===== src/rtl/wishbone_rr_arbiter.sv =====
// Round-robin Wishbone arbiter: shares one slave port between MASTER_COUNT masters,
// holding ownership for a whole m_cyc burst, with a watchdog that aborts stalled strobes.
module wishbone_rr_arbiter #(
    parameter int unsigned MASTER_COUNT   = 2,
    parameter int unsigned ADDR_WIDTH     = 32,
    parameter int unsigned DATA_WIDTH     = 32,
    parameter int unsigned TAG_WIDTH      = 3,
    parameter int unsigned TIMEOUT_CYCLES = 255
) (
    input  logic                                  sys_clk,
    input  logic                                  sys_rst,
    input  logic [MASTER_COUNT-1:0]               m_cyc,
    input  logic [MASTER_COUNT-1:0]               m_stb,
    input  logic [MASTER_COUNT-1:0]               m_we,
    input  logic [MASTER_COUNT*TAG_WIDTH-1:0]     m_tag,
    input  logic [MASTER_COUNT*(DATA_WIDTH/8)-1:0] m_sel,
    input  logic [MASTER_COUNT*ADDR_WIDTH-1:0]    m_adr,
    input  logic [MASTER_COUNT*DATA_WIDTH-1:0]    m_mosi,
    output logic [MASTER_COUNT*DATA_WIDTH-1:0]    m_miso,
    output logic [MASTER_COUNT-1:0]               m_ack,
    output logic [MASTER_COUNT-1:0]               m_err,
    output logic                                  s_cyc,
    output logic                                  s_stb,
    output logic                                  s_we,
    output logic [TAG_WIDTH-1:0]                  s_tag,
    output logic [DATA_WIDTH/8-1:0]               s_sel,
    output logic [ADDR_WIDTH-1:0]                 s_adr,
    output logic [DATA_WIDTH-1:0]                 s_mosi,
    input  logic [DATA_WIDTH-1:0]                 s_miso,
    input  logic                                  s_ack,
    input  logic                                  s_err,
    output logic [MASTER_COUNT-1:0]               grant,
    output logic                                  timeout_evt
);

    localparam int unsigned SEL_WIDTH = DATA_WIDTH / 8;
    localparam int unsigned IDX_WIDTH = (MASTER_COUNT > 1) ? $clog2(MASTER_COUNT) : 1;
    localparam int unsigned CNT_WIDTH = (TIMEOUT_CYCLES > 0) ? $clog2(TIMEOUT_CYCLES + 1) : 1;
    localparam int unsigned THRESH    = (TIMEOUT_CYCLES > 0) ? TIMEOUT_CYCLES - 1 : 0;

    typedef enum logic [1:0] {
        ST_IDLE  = 2'd0,
        ST_BUSY  = 2'd1,
        ST_ABORT = 2'd2
    } state_e;

    state_e                 state_q, state_d;
    logic [IDX_WIDTH-1:0]   owner_q, owner_d;
    logic [IDX_WIDTH-1:0]   rr_ptr_q, rr_ptr_d;
    logic [CNT_WIDTH-1:0]   wd_cnt_q, wd_cnt_d;
    logic                   tevt_q, tevt_d;

    logic                   own_cyc, own_stb, own_we;
    logic [TAG_WIDTH-1:0]   own_tag;
    logic [SEL_WIDTH-1:0]   own_sel;
    logic [ADDR_WIDTH-1:0]  own_adr;
    logic [DATA_WIDTH-1:0]  own_mosi;

    logic                   pick_vld;
    logic [IDX_WIDTH-1:0]   pick_idx;
    int unsigned            pick_off, best_off;
    logic [IDX_WIDTH-1:0]   next_ptr;
    logic                   stall;

    // Select the registered owner's request; non-owners never reach the slave side
    always_comb begin
        own_cyc  = 1'b0;
        own_stb  = 1'b0;
        own_we   = 1'b0;
        own_tag  = '0;
        own_sel  = '0;
        own_adr  = '0;
        own_mosi = '0;
        for (int i = 0; i < MASTER_COUNT; i++) begin
            if (owner_q == IDX_WIDTH'(i)) begin
                own_cyc  = m_cyc[i];
                own_stb  = m_stb[i];
                own_we   = m_we[i];
                own_tag  = m_tag[i*TAG_WIDTH +: TAG_WIDTH];
                own_sel  = m_sel[i*SEL_WIDTH +: SEL_WIDTH];
                own_adr  = m_adr[i*ADDR_WIDTH +: ADDR_WIDTH];
                own_mosi = m_mosi[i*DATA_WIDTH +: DATA_WIDTH];
            end
        end
    end

    // Lowest rotated distance from rr_ptr wins
    always_comb begin
        pick_vld = 1'b0;
        pick_idx = '0;
        pick_off = 0;
        best_off = MASTER_COUNT;
        for (int i = 0; i < MASTER_COUNT; i++) begin
            pick_off = (32'(i) + MASTER_COUNT - 32'(rr_ptr_q)) % MASTER_COUNT;
            if (m_cyc[i] && (pick_off < best_off)) begin
                best_off = pick_off;
                pick_idx = IDX_WIDTH'(i);
                pick_vld = 1'b1;
            end
        end
    end

    assign next_ptr = IDX_WIDTH'((32'(owner_q) + 32'd1) % MASTER_COUNT);
    assign stall    = (state_q == ST_BUSY) && own_stb && !s_ack && !s_err;

    always_ff @(posedge sys_clk or negedge sys_rst) begin
        if (!sys_rst) begin
            state_q  <= ST_IDLE;
            owner_q  <= '0;
            rr_ptr_q <= '0;
            wd_cnt_q <= '0;
            tevt_q   <= 1'b0;
        end else begin
            state_q  <= state_d;
            owner_q  <= owner_d;
            rr_ptr_q <= rr_ptr_d;
            wd_cnt_q <= wd_cnt_d;
            tevt_q   <= tevt_d;
        end
    end

    // Next-state: arbitration, burst release and watchdog
    always_comb begin
        state_d  = state_q;
        owner_d  = owner_q;
        rr_ptr_d = rr_ptr_q;
        wd_cnt_d = '0;
        tevt_d   = 1'b0;
        unique case (state_q)
            ST_IDLE: begin
                if (pick_vld) begin
                    owner_d = pick_idx;
                    state_d = ST_BUSY;
                end
            end
            ST_BUSY: begin
                if (!own_cyc) begin
                    state_d  = ST_IDLE;
                    rr_ptr_d = next_ptr;
                end else if (stall && (TIMEOUT_CYCLES != 0)) begin
                    if (wd_cnt_q >= CNT_WIDTH'(THRESH)) begin
                        state_d = ST_ABORT;
                        tevt_d  = 1'b1;
                    end else if (wd_cnt_q != CNT_WIDTH'(TIMEOUT_CYCLES)) begin
                        wd_cnt_d = wd_cnt_q + CNT_WIDTH'(1);
                    end else begin
                        wd_cnt_d = wd_cnt_q;
                    end
                end
            end
            ST_ABORT: begin
                if (!own_cyc) begin
                    state_d  = ST_IDLE;
                    rr_ptr_d = next_ptr;
                end
            end
            default: state_d = ST_IDLE;
        endcase
    end

    // Slave-side pass-through and owner-only response routing
    always_comb begin
        s_cyc       = 1'b0;
        s_stb       = 1'b0;
        s_we        = 1'b0;
        s_tag       = '0;
        s_sel       = '0;
        s_adr       = '0;
        s_mosi      = '0;
        m_miso      = '0;
        m_ack       = '0;
        m_err       = '0;
        grant       = '0;
        timeout_evt = tevt_q;
        if (state_q == ST_BUSY) begin
            s_cyc  = own_cyc;
            s_stb  = own_stb;
            s_we   = own_we;
            s_tag  = own_tag;
            s_sel  = own_sel;
            s_adr  = own_adr;
            s_mosi = own_mosi;
        end
        for (int i = 0; i < MASTER_COUNT; i++) begin
            if (owner_q == IDX_WIDTH'(i)) begin
                if (state_q != ST_IDLE) begin
                    grant[i] = 1'b1;
                end
                if (state_q == ST_BUSY) begin
                    m_miso[i*DATA_WIDTH +: DATA_WIDTH] = s_miso;
                    m_ack[i] = s_ack;
                    m_err[i] = s_err;
                end else if (state_q == ST_ABORT) begin
                    m_err[i] = tevt_q;
                end
            end
        end
    end

endmodule


===== config.mk =====
export PLATFORM = sky130hd
export DESIGN_NAME = wishbone_rr_arbiter
export DESIGN_NICKNAME = d
export VERILOG_FILES = /design/src/rtl/wishbone_rr_arbiter.sv
export SDC_FILE = /design/constraint.sdc
export NUM_CORES = 1
export LEC_CHECK = 0
export CAP_MARGIN = 10
export CORE_AREA = 2 2 127 129
export DETAILED_ROUTE_END_ITERATION = 7
export DIE_AREA = 0 0 129 131
export GPL_TIMING_DRIVEN = 1
export SLEW_MARGIN = 20
export SYNTH_ARGS = -nofsm -noshare
export SYNTH_HDL_FRONTEND = slang
export SYNTH_SLANG_ARGS = --single-unit

===== constraint.sdc =====
create_clock -name sys_clk -period 4.9 [get_ports sys_clk]
set_input_delay 0.735 -clock sys_clk [delete_from_list [all_inputs] [get_ports sys_clk]]
set_output_delay 0.735 -clock sys_clk [all_outputs]
set_load 0.1 [all_outputs]

==> flow_metrics.py <==
metrics = {
    "hold_path": {
        "min_path_type": "flop to flop",
        "min_path_cells": 2,
        "whs_endpoint": "wd_cnt_q[7]",
        "hp-start": "wd_cnt_q[7]",
    },
    "route": {
        "detail-route-antenna-nets": 0,
        "wl_met3_um": 1020,
        "drt_iter0_drc": 64,
        "num_vias": 3473,
        "routed.top_layer": "met4",
        "wl_per_cell_um": 15.4,
        "wirelength_um": 13000,
        "routed_via_density": 4.10,
        "met1_length_um": 5040,
        "drc_errors": 0,
        "met2WireLength_um": 6780,
        "drtPass1Iterations": 4,
    },
    "setup_path": {
        "rrSetupSlack_ps": 1920,
        "r2r_start": "state_q[1]",
        "path_class": "flop to primary output",
        "cp_data_required_time_ps": 4160,
        "r2r-end": "state_q[0]",
        "critPathLaunchType": "flop",
        "r2r_cells": 7,
        "end_kind": "primary output",
        "cp_data_arrival_time_ps": 3270,
        "critical_path.max_fanout": 71,
    },
    "logic_synthesis": {
        "synth_area_per_cell_sq_um": 7.75,
        "yosys.area.top_type": "mux2i_1",
        "synth-adder-area-share_pct": 2.99,
        "synth.most_common_cell": "nor2b_1",
        "synthesis.area_sq_mm": 0.00251,
        "synth-main-ff-cell": "dfrtp_1",
        "yosysWarnings": 0,
        "synth_compound_area_share_pct": 4.74,
        "synth_xor_area_share_pct": 1.05,
        "async_flop_share_pct": 100,
        "synth_commonest_cells": "nor2b_1 (77), mux2i_1 (73), and3_1 (34), and2_1 (33), clkbuf_1 (18)",
        "synthMuxAreaShare_pct": 30.2,
        "synth_seq_cells": 13,
        "ys_seq_area_share_pct": 13.0,
        "synthesis.nets": 514,
        "synth.top_cell.area_share_pct": 29.1,
        "syn_inst": 324,
        "ys_types": 35,
        "netlist_top_cells_area": "mux2i_1 (29%), nor2b_1 (19%), dfrtp_1 (13%)",
        "synth_edf_count": 0,
        "synthSimpleGateAreaFrac_pct": 42.0,
        "synth_top_family_by_area": "simple AND/OR/NAND/NOR gates",
    },
    "sta": {
        "rsz0062_at_grt": "no",
        "relSlewSlack_pct": 30.7,
        "hold_viol": 0,
        "finalSetupTns_ps": 0,
        "slew_viol_final": 0,
        "post-route-min-period_ps": 4010,
        "setup_viol": 0,
        "fin_crit_sh_pct": 81.8,
        "fmax_ghz": 0.249,
        "tightest_slew_ps": 1040,
        "finClkSkew_ps": 1.05,
    },
    "cts": {
        "clkLatencyLatePin_ps": 240,
        "htreeDepth": 1,
        "path_clk_slew_ps": 40,
        "clockBufferDepth": 2,
        "hold_buffers": 0,
        "cts-root-buf": "clkbuf_16",
        "cts_buffers": 3,
        "post_cts_resized": 0,
        "cts_tree": "yes",
        "numClockSinks": 13,
        "post_cts_buffers": 0,
    },
    "floorplanning": {
        "rows": 46,
        "core_sq_mm": 0.0156,
        "die_area_sq_mm": 0.0169,
        "die_w_um": 129,
        "boundaryPins": 329,
        "die_h_um": 131,
        "start_util_pct": 16.1,
    },
    "placed_design": {
        "place_hpwl_um": 10700,
        "port_buffers": 328,
        "place.gp.congestion": 0.804,
    },
    "global_routing": {
        "grt_remaining_overflow": 0,
        "grt_usage_pct": 13.3,
        "antenna_found_initial": 0,
        "grt_max_degree": 72,
        "grt_pass1_vias": 3420,
        "grt_pass1_wl_um": 18100,
    },
    "finish": {
        "diodes": 0,
        "synthToLayoutAreaGrowth_pct": 138,
        "fin_nets": 822,
        "fillers": 1551,
        "drive_gt1_share_pct": 7.92,
        "regArea_sq_um": 329,
        "multiInputGateArea_sq_mm": 0.00203,
    },
    "flow_run": {
        "maxCapViolCount": 0,
    },
    "status": {
        "status": "completed",
    },
}
registers in the layout (all words and copies together) (netlist names):
name / count
owner_q: 1
state_q: 2
wd_cnt_q: 8
rr_ptr_q: 1
timeout_evt: 1
metal layers:
layer / vias to the layer above / global-route usage (%)
li1: 1720 / -
met1: 1575 / 15.4
met2: 166 / 25.3
met3: 12 / 2.81
met4: 0 / 2.88
met5: - / 0
worst max path at each step:
stage / from / to / slack [ps] / depth (start not counted)
2_1_floorplan: timeout_evt / m_err[1] / 1640 / 4
3_3_place_gp: owner_q / s_adr[13] / 1210 / 4
3_5_place_dp: owner_q / s_adr[12] / 1130 / 4
4_1_cts: owner_q / s_adr[12] / 870 / 4
5_1_grt: owner_q / s_adr[6] / 720 / 4
6_report: owner_q / s_adr[7] / 890 / 4
kinds of logic (layout without fill, tap and decap cells):
group                    Yosys count  in the layout
multiplexers                      75             75
buffers and inverters             35            342
AND/OR/NAND/NOR                  173            173
flip-flops                        13             13
AO/OA/AOI/OAI                     19             19
adder cells (fa/ha/maj)            6              6
XOR/XNOR                           3              3
worst max-delay path, stage by stage, from the launching register on:
cell and delay [ps]:
dfrtp_4 1010, buf_4 540, mux2i_1 140, nor2b_1 140, clkdlybuf4s50_1 1150
layout make-up:
type                    count  area share, %
repair buffers            332           54.2
inverters                   6          0.377
multi-input cells         276           34.0
flip-flops and latches     13           5.51
clock buffers               4           1.32
well taps                 216           4.53
through the flow:
stage	util, %	cells	instance area (sq um)	hold WS (ps)	setup WS (ps)
after floorplan	-	324	2510	439	1640
after global placement	37.8	843	5890	508	1210
after detailed placement	37.8	843	5890	515	1130
after CTS	38.3	847	5970	524	866
after global routing	38.3	847	5970	579	720
final	38.3	847	5970	522	892
layout by cell type (no fill, tap or decap), types with 2 or more instances in the layout:
cell / n
a21oi_1: 6
a31oi_1: 2
and2_1: 33
and3_1: 34
buf_4: 38
clkbuf_16: 3
clkdlybuf4s50_1: 293
dfrtp_1: 12
ha_1: 5
inv_1: 6
mux2i_1: 73
nand2_1: 4
nand3_1: 3
nor2_1: 12
nor2b_1: 77
o211ai_1: 3
o21ai_0: 5
xor2_1: 2
Power is not shown: default switching activity piles up to over one toggle a cycle in this logic, so the estimate is an artifact.
